[src/rtl/parking_session_controller_pkg.sv]
// Shared types and constants for the parking session controller.
package parking_pkg;
  typedef enum logic [1:0] {
    ST_IDLE   = 2'd0,
    ST_SELECT = 2'd1,
    ST_RUN    = 2'd2
  } state_t;

  localparam int PRICE_W = 5;
  localparam int MIN_W   = 8;

  localparam int DUR_30MIN = 30;
  localparam int DUR_1H    = 60;
  localparam int DUR_2H    = 120;

  localparam int DEF_TICKS_PER_MIN = 60;
  localparam int DEF_MAX_MIN       = 240;
  localparam int DEF_PRICE_30MIN   = 2;
  localparam int DEF_PRICE_1H      = 4;
  localparam int DEF_PRICE_2H      = 7;

  localparam int PRICE_MAX = (1 << PRICE_W) - 1;

  // Price accumulator never wraps; it pins at the largest displayable value.
  function automatic logic [PRICE_W-1:0] sat_price(input int unsigned v);
    return (v > unsigned'(PRICE_MAX)) ? PRICE_W'(PRICE_MAX) : PRICE_W'(v);
  endfunction
endpackage

[src/rtl/parking_session_controller_if.sv]
// Station/display signal bundle between the client stations and the controller.
interface parking_session_controller_if;
  import parking_pkg::*;

  logic               ClientA;
  logic               ClientB;
  logic               Button30Min;
  logic               Button1Hour;
  logic               Button2Hours;
  logic               PayDone;
  logic [1:0]         Grant;
  logic [PRICE_W-1:0] ValueToPay;
  logic [MIN_W-1:0]   MinutesLeft;
  logic               P;
  logic               Active;

  modport master (
    output ClientA, ClientB, Button30Min, Button1Hour, Button2Hours, PayDone,
    input  Grant, ValueToPay, MinutesLeft, P, Active
  );

  modport slave (
    input  ClientA, ClientB, Button30Min, Button1Hour, Button2Hours, PayDone,
    output Grant, ValueToPay, MinutesLeft, P, Active
  );
endinterface

[src/rtl/parking_session_controller_minute_timer.sv]
// Minutes register with prescaler: holds the selection total, then counts it down.
module minute_timer
  import parking_pkg::*;
#(
  parameter int TICKS_PER_MIN = DEF_TICKS_PER_MIN
) (
  input  logic             Clk,
  input  logic             ResetN,
  input  logic             i_load,
  input  logic [MIN_W-1:0] i_value,
  input  logic             i_run,
  output logic [MIN_W-1:0] o_minutes,
  output logic             o_expired
);
  localparam int PW = $clog2(TICKS_PER_MIN);

  logic [PW-1:0]    r_presc;
  logic [MIN_W-1:0] r_min;
  logic             w_tick;

  assign w_tick    = i_run && (r_presc == PW'(TICKS_PER_MIN - 1));
  // Asserted on the edge that takes the count to zero, so the owner leaves RUN on that same edge.
  assign o_expired = w_tick && (r_min == MIN_W'(1));
  assign o_minutes = r_min;

  always_ff @(posedge Clk or negedge ResetN) begin
    if (!ResetN) begin
      r_presc <= '0;
      r_min   <= '0;
    end else if (i_load) begin
      r_presc <= '0;
      r_min   <= i_value;
    end else if (i_run) begin
      if (w_tick) begin
        r_presc <= '0;
        if (r_min != '0) r_min <= r_min - 1'b1;
      end else begin
        r_presc <= r_presc + 1'b1;
      end
    end
  end
endmodule

[src/rtl/parking_session_controller.sv]
// Two-station arbiter plus duration/price selection and paid-session countdown.
module parking_session_controller
  import parking_pkg::*;
#(
  parameter int TICKS_PER_MIN = DEF_TICKS_PER_MIN,
  parameter int MAX_MIN       = DEF_MAX_MIN,
  parameter int PRICE_30MIN   = DEF_PRICE_30MIN,
  parameter int PRICE_1H      = DEF_PRICE_1H,
  parameter int PRICE_2H      = DEF_PRICE_2H
) (
  input  logic                         Clk,
  input  logic                         ResetN,
  parking_session_controller_if.slave  bus
);
  state_t             r_state;
  logic [1:0]         r_req;
  logic [2:0]         r_btn;
  logic [2:0]         r_btn_d;
  logic               r_pay;
  logic               r_last_b;
  logic               r_hold;
  logic [1:0]         r_grant;
  logic [PRICE_W-1:0] r_value;
  logic               r_p;
  logic               r_active;

  logic [2:0]         w_rise;
  logic [1:0]         w_pick;
  logic               w_owner_req;
  logic               w_do_grant;
  logic               w_abort;
  logic               w_pay;
  logic               w_add;
  logic               w_fits;
  logic [MIN_W:0]     w_min_add;
  logic [MIN_W:0]     w_min_sum;
  logic [7:0]         w_price_add;
  logic [PRICE_W-1:0] w_value_sum;
  logic [MIN_W-1:0]   w_minutes;
  logic               w_expired;
  logic               w_load;
  logic [MIN_W-1:0]   w_load_val;

  assign w_rise = r_btn & ~r_btn_d;

  assign w_min_add = (w_rise[0] ? (MIN_W+1)'(DUR_30MIN) : '0)
                   + (w_rise[1] ? (MIN_W+1)'(DUR_1H)    : '0)
                   + (w_rise[2] ? (MIN_W+1)'(DUR_2H)    : '0);
  assign w_min_sum = {1'b0, w_minutes} + w_min_add;
  assign w_fits    = w_min_sum <= (MIN_W+1)'(MAX_MIN);

  assign w_price_add = (w_rise[0] ? 8'(PRICE_30MIN) : 8'd0)
                     + (w_rise[1] ? 8'(PRICE_1H)    : 8'd0)
                     + (w_rise[2] ? 8'(PRICE_2H)    : 8'd0);
  assign w_value_sum = sat_price(32'(r_value) + 32'(w_price_add));

  // Round-robin on contention: whoever was not served last wins.
  always_comb begin
    w_pick = 2'b00;
    case (r_req)
      2'b01:   w_pick = 2'b01;
      2'b10:   w_pick = 2'b10;
      2'b11:   w_pick = r_last_b ? 2'b01 : 2'b10;
      default: w_pick = 2'b00;
    endcase
  end

  assign w_owner_req = |(r_req & r_grant);
  assign w_do_grant  = (r_state == ST_IDLE) && !r_hold && (|r_req);
  assign w_abort     = (r_state == ST_SELECT) && !w_owner_req;
  assign w_pay       = (r_state == ST_SELECT) && w_owner_req && r_pay && (r_value != '0);
  assign w_add       = (r_state == ST_SELECT) && w_owner_req && !w_pay && (|w_rise) && w_fits;

  // The timer register doubles as the selection accumulator; reloading on pay restarts the prescaler.
  always_comb begin
    w_load     = 1'b0;
    w_load_val = '0;
    if (w_do_grant || w_abort) begin
      w_load = 1'b1;
    end else if (w_pay) begin
      w_load     = 1'b1;
      w_load_val = w_minutes;
    end else if (w_add) begin
      w_load     = 1'b1;
      w_load_val = w_min_sum[MIN_W-1:0];
    end
  end

  minute_timer #(.TICKS_PER_MIN(TICKS_PER_MIN)) u_timer (
    .Clk       (Clk),
    .ResetN    (ResetN),
    .i_load    (w_load),
    .i_value   (w_load_val),
    .i_run     (r_state == ST_RUN),
    .o_minutes (w_minutes),
    .o_expired (w_expired)
  );

  always_ff @(posedge Clk or negedge ResetN) begin
    if (!ResetN) begin
      r_state  <= ST_IDLE;
      r_req    <= '0;
      r_btn    <= '0;
      r_btn_d  <= '0;
      r_pay    <= 1'b0;
      r_last_b <= 1'b1;
      r_hold   <= 1'b0;
      r_grant  <= '0;
      r_value  <= '0;
      r_p      <= 1'b0;
      r_active <= 1'b0;
    end else begin
      r_req   <= {bus.ClientB, bus.ClientA};
      r_btn   <= {bus.Button2Hours, bus.Button1Hour, bus.Button30Min};
      r_btn_d <= r_btn;
      r_pay   <= bus.PayDone;
      case (r_state)
        ST_IDLE: begin
          r_hold <= 1'b0;
          if (w_do_grant) begin
            r_state <= ST_SELECT;
            r_grant <= w_pick;
            r_value <= '0;
            r_p     <= 1'b0;
          end
        end
        ST_SELECT: begin
          if (w_abort) begin
            r_state <= ST_IDLE;
            r_grant <= '0;
            r_value <= '0;
            r_p     <= 1'b0;
          end else if (w_pay) begin
            r_state  <= ST_RUN;
            r_value  <= '0;
            r_p      <= 1'b0;
            r_active <= 1'b1;
          end else if (w_add) begin
            r_value <= w_value_sum;
            r_p     <= (w_value_sum != '0);
          end
        end
        ST_RUN: begin
          // One idle cycle after a session keeps the freshly released datapath quiet.
          if (w_expired) begin
            r_state  <= ST_IDLE;
            r_active <= 1'b0;
            r_grant  <= '0;
            r_last_b <= r_grant[1];
            r_hold   <= 1'b1;
          end
        end
        default: r_state <= ST_IDLE;
      endcase
    end
  end

  assign bus.Grant       = r_grant;
  assign bus.ValueToPay  = r_value;
  assign bus.MinutesLeft = w_minutes;
  assign bus.P           = r_p;
  assign bus.Active      = r_active;
endmodule

[src/flat_wrapper.sv]
// flat-port wrapper written by rule: the top's interface ports become plain ports
module parking_session_controller_flat import parking_pkg::*;
#(
  parameter int TICKS_PER_MIN = DEF_TICKS_PER_MIN,
  parameter int MAX_MIN       = DEF_MAX_MIN,
  parameter int PRICE_30MIN   = DEF_PRICE_30MIN,
  parameter int PRICE_1H      = DEF_PRICE_1H,
  parameter int PRICE_2H      = DEF_PRICE_2H
)
  (Clk, ResetN, bus_ClientA, bus_ClientB, bus_Button30Min, bus_Button1Hour, bus_Button2Hours, bus_PayDone, bus_Grant, bus_ValueToPay, bus_MinutesLeft, bus_P, bus_Active);
  parking_session_controller_if bus_i ();
  input  logic Clk;
  input  logic ResetN;
  input wire logic [$bits(bus_i.ClientA)-1:0] bus_ClientA;
  input wire logic [$bits(bus_i.ClientB)-1:0] bus_ClientB;
  input wire logic [$bits(bus_i.Button30Min)-1:0] bus_Button30Min;
  input wire logic [$bits(bus_i.Button1Hour)-1:0] bus_Button1Hour;
  input wire logic [$bits(bus_i.Button2Hours)-1:0] bus_Button2Hours;
  input wire logic [$bits(bus_i.PayDone)-1:0] bus_PayDone;
  output wire logic [$bits(bus_i.Grant)-1:0] bus_Grant;
  output wire logic [$bits(bus_i.ValueToPay)-1:0] bus_ValueToPay;
  output wire logic [$bits(bus_i.MinutesLeft)-1:0] bus_MinutesLeft;
  output wire logic [$bits(bus_i.P)-1:0] bus_P;
  output wire logic [$bits(bus_i.Active)-1:0] bus_Active;
  assign bus_i.ClientA = bus_ClientA;
  assign bus_i.ClientB = bus_ClientB;
  assign bus_i.Button30Min = bus_Button30Min;
  assign bus_i.Button1Hour = bus_Button1Hour;
  assign bus_i.Button2Hours = bus_Button2Hours;
  assign bus_i.PayDone = bus_PayDone;
  assign bus_Grant = bus_i.Grant;
  assign bus_ValueToPay = bus_i.ValueToPay;
  assign bus_MinutesLeft = bus_i.MinutesLeft;
  assign bus_P = bus_i.P;
  assign bus_Active = bus_i.Active;
  parking_session_controller #(.TICKS_PER_MIN(TICKS_PER_MIN), .MAX_MIN(MAX_MIN), .PRICE_30MIN(PRICE_30MIN), .PRICE_1H(PRICE_1H), .PRICE_2H(PRICE_2H)) u_core (.Clk(Clk), .ResetN(ResetN), .bus(bus_i));
endmodule
[config.mk]
export PLATFORM = sky130hd
export DESIGN_NAME = parking_session_controller_flat
export DESIGN_NICKNAME = d
export VERILOG_FILES = /design/src/rtl/parking_session_controller_pkg.sv /design/src/rtl/parking_session_controller_if.sv /design/src/rtl/parking_session_controller_minute_timer.sv /design/src/rtl/parking_session_controller.sv /design/src/flat_wrapper.sv
export SDC_FILE = /design/constraint.sdc
export NUM_CORES = 1
export LEC_CHECK = 0
export BUFFER_PORTS_ARGS = -buffer_cell sky130_fd_sc_hd__buf_2
export CAP_MARGIN = 20
export CORE_MARGIN = 2
export CORE_UTILIZATION = 59
export CTS_CLUSTER_SIZE = 14
export DETAILED_ROUTE_END_ITERATION = 6
export PLACE_DENSITY = 0.8
export SYNTH_ARGS = -nofsm -noshare
export SYNTH_HDL_FRONTEND = slang
export SYNTH_SLANG_ARGS = --single-unit
[constraint.sdc]
create_clock -name Clk -period 5.1 [get_ports Clk]
set_input_delay 0.255 -clock Clk [delete_from_list [all_inputs] [get_ports Clk]]
set_output_delay 0.255 -clock Clk [all_outputs]
set_load 0.005 [all_outputs]
### Yosys cells after proc, flatten, opt, wreduce, memory -nomap -nowiden

Cells that the tools add are included.

| cells by class | value |
|---|---|
| reductions and logical operators | 36 |
| add/subtract/negate cells | 8 |
| multiplexer cells | 46 |
| bitwise logic cells | 3 |
| $lt $le $gt $ge | 2 |
| eq/ne operators | 15 |

Operator list:

| kind | count |
|---|---|
| 8-bit 2-to-1 mux | 7 |
| 32-bit by 5-bit greater-than comparator with 1-bit output, second input constant | 1 |
| 5-bit 2-to-1 mux | 6 |
| 6-bit 2-to-1 mux | 4 |
| 9-bit adder | 2 |
| 2-bit one-hot mux with 3 select lines | 3 |
| 8-bit adder | 2 |
| 2-bit 2-to-1 mux | 8 |
| 4-bit AND reduction | 3 |
| 2-bit nonzero test | 6 |
| 1-bit logical AND | 11 |
| 1-bit 2-to-1 mux | 11 |
| 5-bit one-hot mux with 2 select lines | 1 |
| 5-bit nonzero test | 2 |
| 5-bit by 8-bit adder with 9-bit output | 1 |
| 8-bit by 9-bit adder with 9-bit output | 1 |
| 9-bit by 8-bit <= comparator with 1-bit output, second input constant | 1 |
| 8-bit by 1-bit == test with 1-bit output, second input constant | 1 |
| 2-bit by 1-bit != test with 1-bit output, second input constant | 4 |
| 8-bit nonzero test | 1 |
| 8-bit by 1-bit subtractor with 8-bit output, second input constant | 1 |
| 7-bit 2-to-1 mux | 1 |
| 6-bit by 1-bit adder with 6-bit output, second input constant | 1 |
| 2-bit == test, second input constant | 3 |
| other kinds (19) | 28 |

| word-level totals | value |
|---|---|
| logic and storage cells | 123 |
| register bits after elaboration | 36 |
| input bits | 8 |

### Longest topological paths before layout

Gate-level depths: netlist of the first run.

| logic depth | value |
|---|---|
| depth in word-level cells | 14 |
| gate-level depth with buffers | 17 |

### Cells and area by module

A second synthesis of the first run with hierarchy kept.

| unflattened totals | value |
|---|---|
| cells, all modules | 285 |
| area total of the unflattened synthesis | 2706.3 um^2 |

Modules (own cells, without submodules):

| module | cells each | area each (um^2) | instances |
|---|---|---|---|
| parking_session_controller | 185 | 1810.5 | 1 |
| minute_timer | 100 | 895.9 | 1 |

### Least setup slack after synthesis of the first run

OpenSTA, ideal clock, no wires.

| timing | value |
|---|---|
| kind | register to register |
| start | register u_core.r_btn_d[0] |
| end | register u_core.u_timer.r_min[1] (netlist: u_core.u_timer.o_minutes[1]) |
| clock period less this slack | 3.987 ns |
| data arrival time | 3.862 ns |
| setup time | 0.125 ns |
| data required time | 4.975 ns |
| buffers on the path | 1 |
| cell stages (with the launch flop) | 16 |
| setup slack | 1.113 ns |
| cell sequence | dfrtp_1 > nor2b_1 > clkbuf_1 > xor2_1 > ha_1 > a21o_1 > fa_1 > ha_1 > fa_1 > a21o_1 > a21oi_1 > xor2_1 > nor4_1 > nor2_2 > nor2_1 > mux2_2 |

| on the way | value |
|---|---|
| word-level cells in the longest chain between the ends | 13 |
| elaborated cells on any way between the ends | 22 |

Ends and longest elaborated chain:

| what | line | source |
|---|---|---|
| start: declaration | parking_session_controller.sv:18 | `logic [2:0] r_btn_d;` |
| start signal: assignment | parking_session_controller.sv:115 | `r_btn_d <= r_btn;` |
| 3-bit inverter * | parking_session_controller.sv:44 | `assign w_rise = r_btn & ~r_btn_d;` |
| 3-bit AND * | parking_session_controller.sv:44 |  |
| 5-bit 2-to-1 mux | parking_session_controller.sv:46 | `assign w_min_add = (w_rise[0] ? (MIN_W+1)'(DUR_30MIN) : '0)` |
| 9-bit adder | parking_session_controller.sv:47 | `+ (w_rise[1] ? (MIN_W+1)'(DUR_1H) : '0)` |
| 9-bit adder | parking_session_controller.sv:48 | `+ (w_rise[2] ? (MIN_W+1)'(DUR_2H) : '0);` |
| 8-bit by 9-bit adder with 9-bit output | parking_session_controller.sv:49 | `assign w_min_sum = {1'b0, w_minutes} + w_min_add;` |
| 9-bit by 8-bit <= comparator with 1-bit output | parking_session_controller.sv:50 | `assign w_fits = w_min_sum <= (MIN_W+1)'(MAX_MIN);` |
| 1-bit logical AND | parking_session_controller.sv:72 | `assign w_add = (r_state == ST_SELECT) && w_owner_req && !w_pay && (\|w_rise) && w_fits;` |
| 1-bit 2-to-1 mux | parking_session_controller.sv:83 | `end else if (w_add) begin` |
| 1-bit 2-to-1 mux | parking_session_controller.sv:80 | `end else if (w_pay) begin` |
| 1-bit 2-to-1 mux | parking_session_controller.sv:78 | `if (w_do_grant \|\| w_abort) begin` |
| 3-bit != test (no source line) or 2-bit nonzero test (tied branches) | n/a |  |
| 4-bit AND reduction (no source line) | n/a |  |
| end signal: assignment | parking_session_controller_minute_timer.sv:32 | `r_min <= i_value;` |
| end signal: assignment | parking_session_controller_minute_timer.sv:36 | `if (r_min != '0) r_min <= r_min - 1'b1;` |
| end: declaration | parking_session_controller_minute_timer.sv:18 | `logic [MIN_W-1:0] r_min;` |

Mark *: on every way between the ends. The rest lies on a longest branch, timed or not. The select of a mux whose other input is x is not followed.
A chain may end at the register's enable or synchronous reset.

### Final worst setup path of the first run

| timing | value |
|---|---|
| start | register u_core.r_btn[0] |
| end | register u_core.u_timer.r_min[1] (netlist: u_core.u_timer.o_minutes[1]) |

| on the way | value |
|---|---|
| word-level cells in the longest chain between the ends | 12 |
| elaborated cells on any way between the ends | 21 |

Ends and longest elaborated chain:

| what | line | source |
|---|---|---|
| start: declaration | parking_session_controller.sv:17 | `logic [2:0] r_btn;` |
| start signal: assignment | parking_session_controller.sv:114 | `r_btn <= {bus.Button2Hours, bus.Button1Hour, bus.Button30Min};` |
| 3-bit AND * | parking_session_controller.sv:44 |  |
| 5-bit 2-to-1 mux | parking_session_controller.sv:46 |  |
| 9-bit adder | parking_session_controller.sv:47 |  |
| 9-bit adder | parking_session_controller.sv:48 |  |
| 8-bit by 9-bit adder with 9-bit output | parking_session_controller.sv:49 |  |
| 9-bit by 8-bit <= comparator with 1-bit output | parking_session_controller.sv:50 |  |
| 1-bit logical AND | parking_session_controller.sv:72 |  |
| 1-bit 2-to-1 mux | parking_session_controller.sv:83 |  |
| 1-bit 2-to-1 mux | parking_session_controller.sv:80 |  |
| 1-bit 2-to-1 mux | parking_session_controller.sv:78 |  |
| 3-bit != test (no source line) or 2-bit nonzero test (tied branches) | n/a |  |
| 4-bit AND reduction (no source line) | n/a |  |

Marked as above.

==> impl_metrics.json, run 1 <==
{
  "status": "completed",
  "syn-cell-area_um2": 2520,
  "clock_latency_ns": 0.30,
  "ys_ff_latch": 36,
  "finalCritPeriodShare_pct": 90.3,
  "worstPathArrival_ns": 4.79,
  "clock-sinks": 36,
  "grt_pass1_vias": 1923,
  "slowest_stage": "nor2b_1",
  "drive_gt1_share_pct": 16.2,
  "critical_path_buf_inv_count": 0,
  "antenna_left": 0,
  "utilization_pct": 68.8,
  "dieArea_um2": 4810,
  "layout_common_cells": "dfrtp_1 (35), ha_1 (26), buf_2 (24), inv_1 (23), nand2_1 (18)",
  "cts_tree": "built",
  "cts_buffers": 5,
  "cp.depth": 14,
  "rsz0062_at_grt": "no",
  "fmaxAchievable_mhz": 217,
  "grt_usage_pct": 22.1,
  "synthArstFlopShare_pct": 100,
  "grt_max_degree": 37,
  "slew_viol_final": 0,
  "p_total_mw": 1.26,
  "firstDrtPassIters": 4,
  "crit_fanout": 11,
  "syn_avg_cell_area_um2": 9.83,
  "r2r_slack_ns": 0.50,
  "num_rows": 23,
  "skew_ns": 0.00894,
  "fin_crit_ns": 4.60,
  "worstSetupStartpointType": "flop",
  "ys_types": 51,
  "synthFlopType": "dfrtp_1",
  "antennaDiodeCount": 0,
  "clock-root-buffer": "clkbuf_8",
  "post_cts_buffers": 0,
  "antenna_found_initial": 0,
  "seq_area_frac_synth_pct": 35.8,
  "wl_um": 4850,
  "hold_path.class": "primary input to async pin",
  "setup_viol": 0,
  "synth_fp_nets": 296,
  "ctsResizeCount": 0,
  "setup.worst_path.end_class": "flop",
  "fp.dieH_um": 69.3,
  "synthToLayoutAreaGrowth_pct": 10.9,
  "dpl.hpwl_um": 3640,
  "vias": 1982,
  "peakVddDrop_mv": 0.315,
  "fin_nets": 323,
  "drc_errors": 0,
  "mostFrequentLayoutCell": "dfrtp_1",
  "port_buffers": 24,
  "cp_top_family": "simple AND/OR/NAND/NOR gates",
  "whs_ns": 0.0220,
  "worstRegToRegCells": 14,
  "p_leak_nw": 1.40,
  "required_ns": 5.29,
  "drt_iter0_markers": 112,
  "finalHoldViolCount": 0,
  "maxCapViolations": 0,
  "cts_max_level": 2,
  "cpPeakStageDelay_ns": 0.55,
  "fp.coreArea_um2": 4060,
  "gp_congestion": 0.857,
  "yosys_warnings": 0,
  "tightest_slew_ns": 0.772,
  "crit_start": "u_core.r_btn[0]",
  "setup_tns_ns": 0,
  "initial_core_util_pct": 62.0,
  "clockBufferDepth": 2,
  "path_class": "flop to flop",
  "hold_buffers": 0,
  "rr_endpoint": "u_core.u_timer.o_minutes[1]",
  "clk_pin_slew_ns": 0.08,
  "synth_edf_count": 0,
  "synthCells": 256,
  "crit_chain": "nor2b_1 -> xor2_1 -> ha_1 -> a21o_1 -> fa_1 -> ha_1 -> fa_1 -> a21o_1 -> a21oi_1 -> xor2_1 -> nor4_1 -> nor2_2 -> nor2_1 -> mux2_2",
  "vias_per_cell": 5.93,
  "chipWidth_um": 69.3,
  "regToRegStartpoint": "u_core.r_btn[0]",
  "wl_per_cell_um": 14.5,
  "max-slew-margin-rel_pct": 48.5,
  "grt_pass1_wl_um": 8670,
  "overflow": 0,
  "io-pin-count": 25,
  "pwr_density_cell_nw_per_um2": 451
}
==> synth_stat cells, drive strengths merged (2+ instances only) <==
master   n  area (um^2)
nor3b    2         15.0
dfrtp   35          876
nor2b    9         56.3
a21oi   13         65.1
a21o     8         60.1
a22o     6         52.6
xor2     5         43.8
nand3b   3         22.5
buf      2         18.8
mux2i    7         70.1
o21ai   16         87.6
nor4     4         31.3
o22ai    6         37.5
ha      26          325
mux2     4         45.0
nand2b   7         46.3
nor2    13         51.3
nand4    3         18.8
fa       6          120
nor3     7         35.0
o211ai   3         22.5
a22oi    3         22.5
nand2   18         67.6
or3      2         12.5
and2     2         12.5
inv     23         86.3
o41ai    3         45.1
clkbuf   3         11.3
==> area by class of cell <==
type / count / area (um^2)
clock buffer: 5 / 68.8
clock inverter: 3 / 46.3
fill: 309 / 1260
inverter: 23 / 86.3
multi-input combinational: 192 / 1500
sequential: 36 / 902
tap: 50 / 62.6
timing repair buffer: 25 / 128
==> routing by layer <==
metal  vias up  track usage [%]  share of wire [%]
li1        970                -                  -
met1       953             31.0                 48
met2        43             33.7                 46
met3        16             4.65                4.0
met4         0             8.93                2.4
met5         -                0                  0
==> state kept, by name, summed over array words and instances (netlist names) <==
name,cells
u_core.bus.Active,1
u_core.r_btn,3
u_core.r_last_b,1
u_core.u_timer.r_presc,6
u_core.bus.P,1
u_core.bus.Grant,2
u_core.r_pay,1
u_core.u_timer.o_minutes,8
u_core.r_req,2
u_core.r_hold,1
u_core.bus.ValueToPay,5
u_core.r_state,2
u_core.r_btn_d,3
==> metrics by stage <==
stage                     instances  setup slack (ns)  area (um^2)
after floorplan                 256              1.11         2520
after global placement          326             0.639         2680
after detailed placement        326             0.503         2680
after CTS                       334             0.480         2790
after global routing            334             0.116         2790
final                           334             0.497         2790
==> worst max-delay path by stage <==
stage,to,slack [ns]
4_1_cts,u_core.u_timer.o_minutes[1],0.48
5_1_grt,u_core.u_timer.o_minutes[1],0.12
3_5_place_dp,u_core.u_timer.o_minutes[1],0.50
2_1_floorplan,u_core.u_timer.o_minutes[1],1.11
6_report,u_core.u_timer.o_minutes[1],0.50
3_3_place_gp,u_core.u_timer.o_minutes[1],0.64
==> where the power goes <==
part	total, mW	switching, mW	internal (mW)
combinational	0.608	0.352	0.256
clock	0.260	0.113	0.147
sequential	0.392	0.0618	0.331
total	1.26	0.527	0.734
==> cell families after synthesis <==
kind of cell               share of synthesized area, %
AOI/OAI and AO/OA                                  18.3
DFF                                                35.8
xor gates and xnor gates                           2.09
and+or+nand+nor                                    16.8
adders and majority gates                          17.7
buffers and inverters                              4.62
muxes                                              4.57
Power figures use the tool's default switching activity.
==> run 2, diff against run 1 <==
- CORE_ASPECT_RATIO: default -> 1.75
==> impl_metrics.json, run 2 (synthesis results as in run 1) <==
{
  "status": "completed",
  "layout_common_cells": "dfrtp_1 (35), ha_1 (26), buf_2 (24), inv_1 (23), nand2_1 (18)",
  "clock-root-buffer": "clkbuf_8",
  "cts_max_level": 2,
  "slew_viol_final": 0,
  "placed_area_um2": 2680,
  "worstSetupStartpointType": "flop",
  "finalHoldViolCount": 0,
  "design_area_um2": 2770,
  "overflow": 0,
  "synthToLayoutAreaGrowth_pct": 9.89,
  "drc_errors": 0,
  "vias_per_cell": 6.05,
  "dp_slack_ns": 0.424,
  "dieArea_um2": 4830,
  "tightest_slew_ns": 0.809,
  "post_cts_buffers": 0,
  "wl_um": 5110,
  "clock_latency_ns": 0.29,
  "largest_reg_flops": 8,
  "grt_usage_pct": 23.9,
  "skew_ns": 0.00389,
  "grt_max_degree": 37,
  "grt_pass1_wl_um": 8770,
  "cts_buffers": 5,
  "p_total_mw": 1.21,
  "chipWidth_um": 53.4,
  "num_rows": 31,
  "io-pin-count": 25,
  "cts_tree": "built",
  "finalCritPeriodShare_pct": 92.7,
  "fin_nets": 323,
  "drt_iter0_markers": 39,
  "pwr_density_cell_nw_per_um2": 438,
  "setup_tns_ns": 0,
  "fmaxAchievable_mhz": 211,
  "utilization_pct": 67.3,
  "antenna_found_initial": 0,
  "vias": 2014,
  "setup.worst_path.end_class": "flop",
  "p_leak_nw": 1.39,
  "clockBufferDepth": 2,
  "crit_fanout": 11,
  "ctsResizeCount": 0,
  "hold_path.class": "primary input to async pin",
  "clock-sinks": 36,
  "fp.dieH_um": 90.4,
  "rsz0062_at_grt": "no",
  "maxCapViolations": 0,
  "fin_crit_ns": 4.73,
  "initial_core_util_pct": 61.2,
  "hold_buffers": 0,
  "worstPathArrival_ns": 4.90,
  "setup_viol": 0,
  "required_ns": 5.27,
  "antennaDiodeCount": 0,
  "n_fill_cell": 363,
  "fin_ws_ns": 0.371,
  "mostFrequentLayoutCell": "dfrtp_1",
  "drive_gt1_share_pct": 15.5,
  "antenna_left": 0,
  "wl_per_cell_um": 15.3,
  "fp.coreArea_um2": 4110,
  "max-slew-margin-rel_pct": 46.0,
  "peakVddDrop_mv": 0.316,
  "gp_congestion": 0.906,
  "path_class": "flop to flop",
  "clk_pin_slew_ns": 0.07,
  "grt_pass1_vias": 1998,
  "dpl.hpwl_um": 4000,
  "firstDrtPassIters": 4,
  "port_buffers": 24
}
-- run 2: layout make-up --
cell class / count / area, um^2 / share of cell area, %
Inverter: 23 / 86.3 / 3.12
Clock buffer: 8 / 90.1 / 3.26
Tap cell: 49 / 61.3 / 2.22
Timing Repair Buffer: 25 / 128 / 4.61
Sequential cell: 36 / 902 / 32.6
Multi-Input combinational cell: 192 / 1500 / 54.2
-- run 2: path summary, 6_finish.rpt --
| path | slack [ns] | endpoint | depth (start not counted) | start |
|---|---|---|---|---|
| worst max-delay path | 0.37 | u_core.u_timer.o_minutes[1] | 14 | u_core.r_btn[0] |
| worst min-delay path | 0.06 | u_core.bus.ValueToPay[1] | 1 | ResetN |
| worst max register to register | 0.37 | u_core.u_timer.o_minutes[1] | 14 | u_core.r_btn[0] |
| worst min register to register | 0.37 | u_core.r_btn_d[2] | 0 | u_core.r_btn[2] |
| max in group asynchronous | 4.53 | u_core.u_timer.o_minutes[0] | 1 | ResetN |
| min in group Clk | 0.07 | u_core.r_btn[1] | 1 | bus_Button1Hour |
-- run 2: power breakdown --
group / total [mW] / internal, mW / switching, mW
Sequential: 0.392 / 0.331 / 0.0611
Clock: 0.207 / 0.110 / 0.0973
Combinational: 0.611 / 0.257 / 0.354
Total: 1.21 / 0.698 / 0.512
-- run 2: layer usage --
metal / global-route usage (%) / vias up / share of wire [%]
met5: 0 / - / 0
met4: 11.8 / 0 / 2.4
met3: 3.31 / 13 / 2.8
met2: 41.5 / 43 / 55
met1: 27.2 / 982 / 39
li1: - / 976 / -
-- run 2: through the flow --
step	hold WS [ns]	cells
after floorplan	-0.0406	256
after global placement	0.352	325
after detailed placement	0.358	325
after CTS	0.0669	333
after global routing	0.0608	333
final	0.0563	333
-- run 2: worst max-delay path: stages, from the launching register on --
cell     delay [ns]
dfrtp_1        0.35
nor2b_1        0.57
xor2_1         0.15
ha_1           0.23
a21o_1         0.18
fa_1           0.44
ha_1           0.24
fa_1           0.41
a21o_1         0.17
a21oi_1        0.18
xor2_1         0.10
nor4_1         0.54
nor2_2         0.25
nor2_1         0.43
mux2_2         0.39
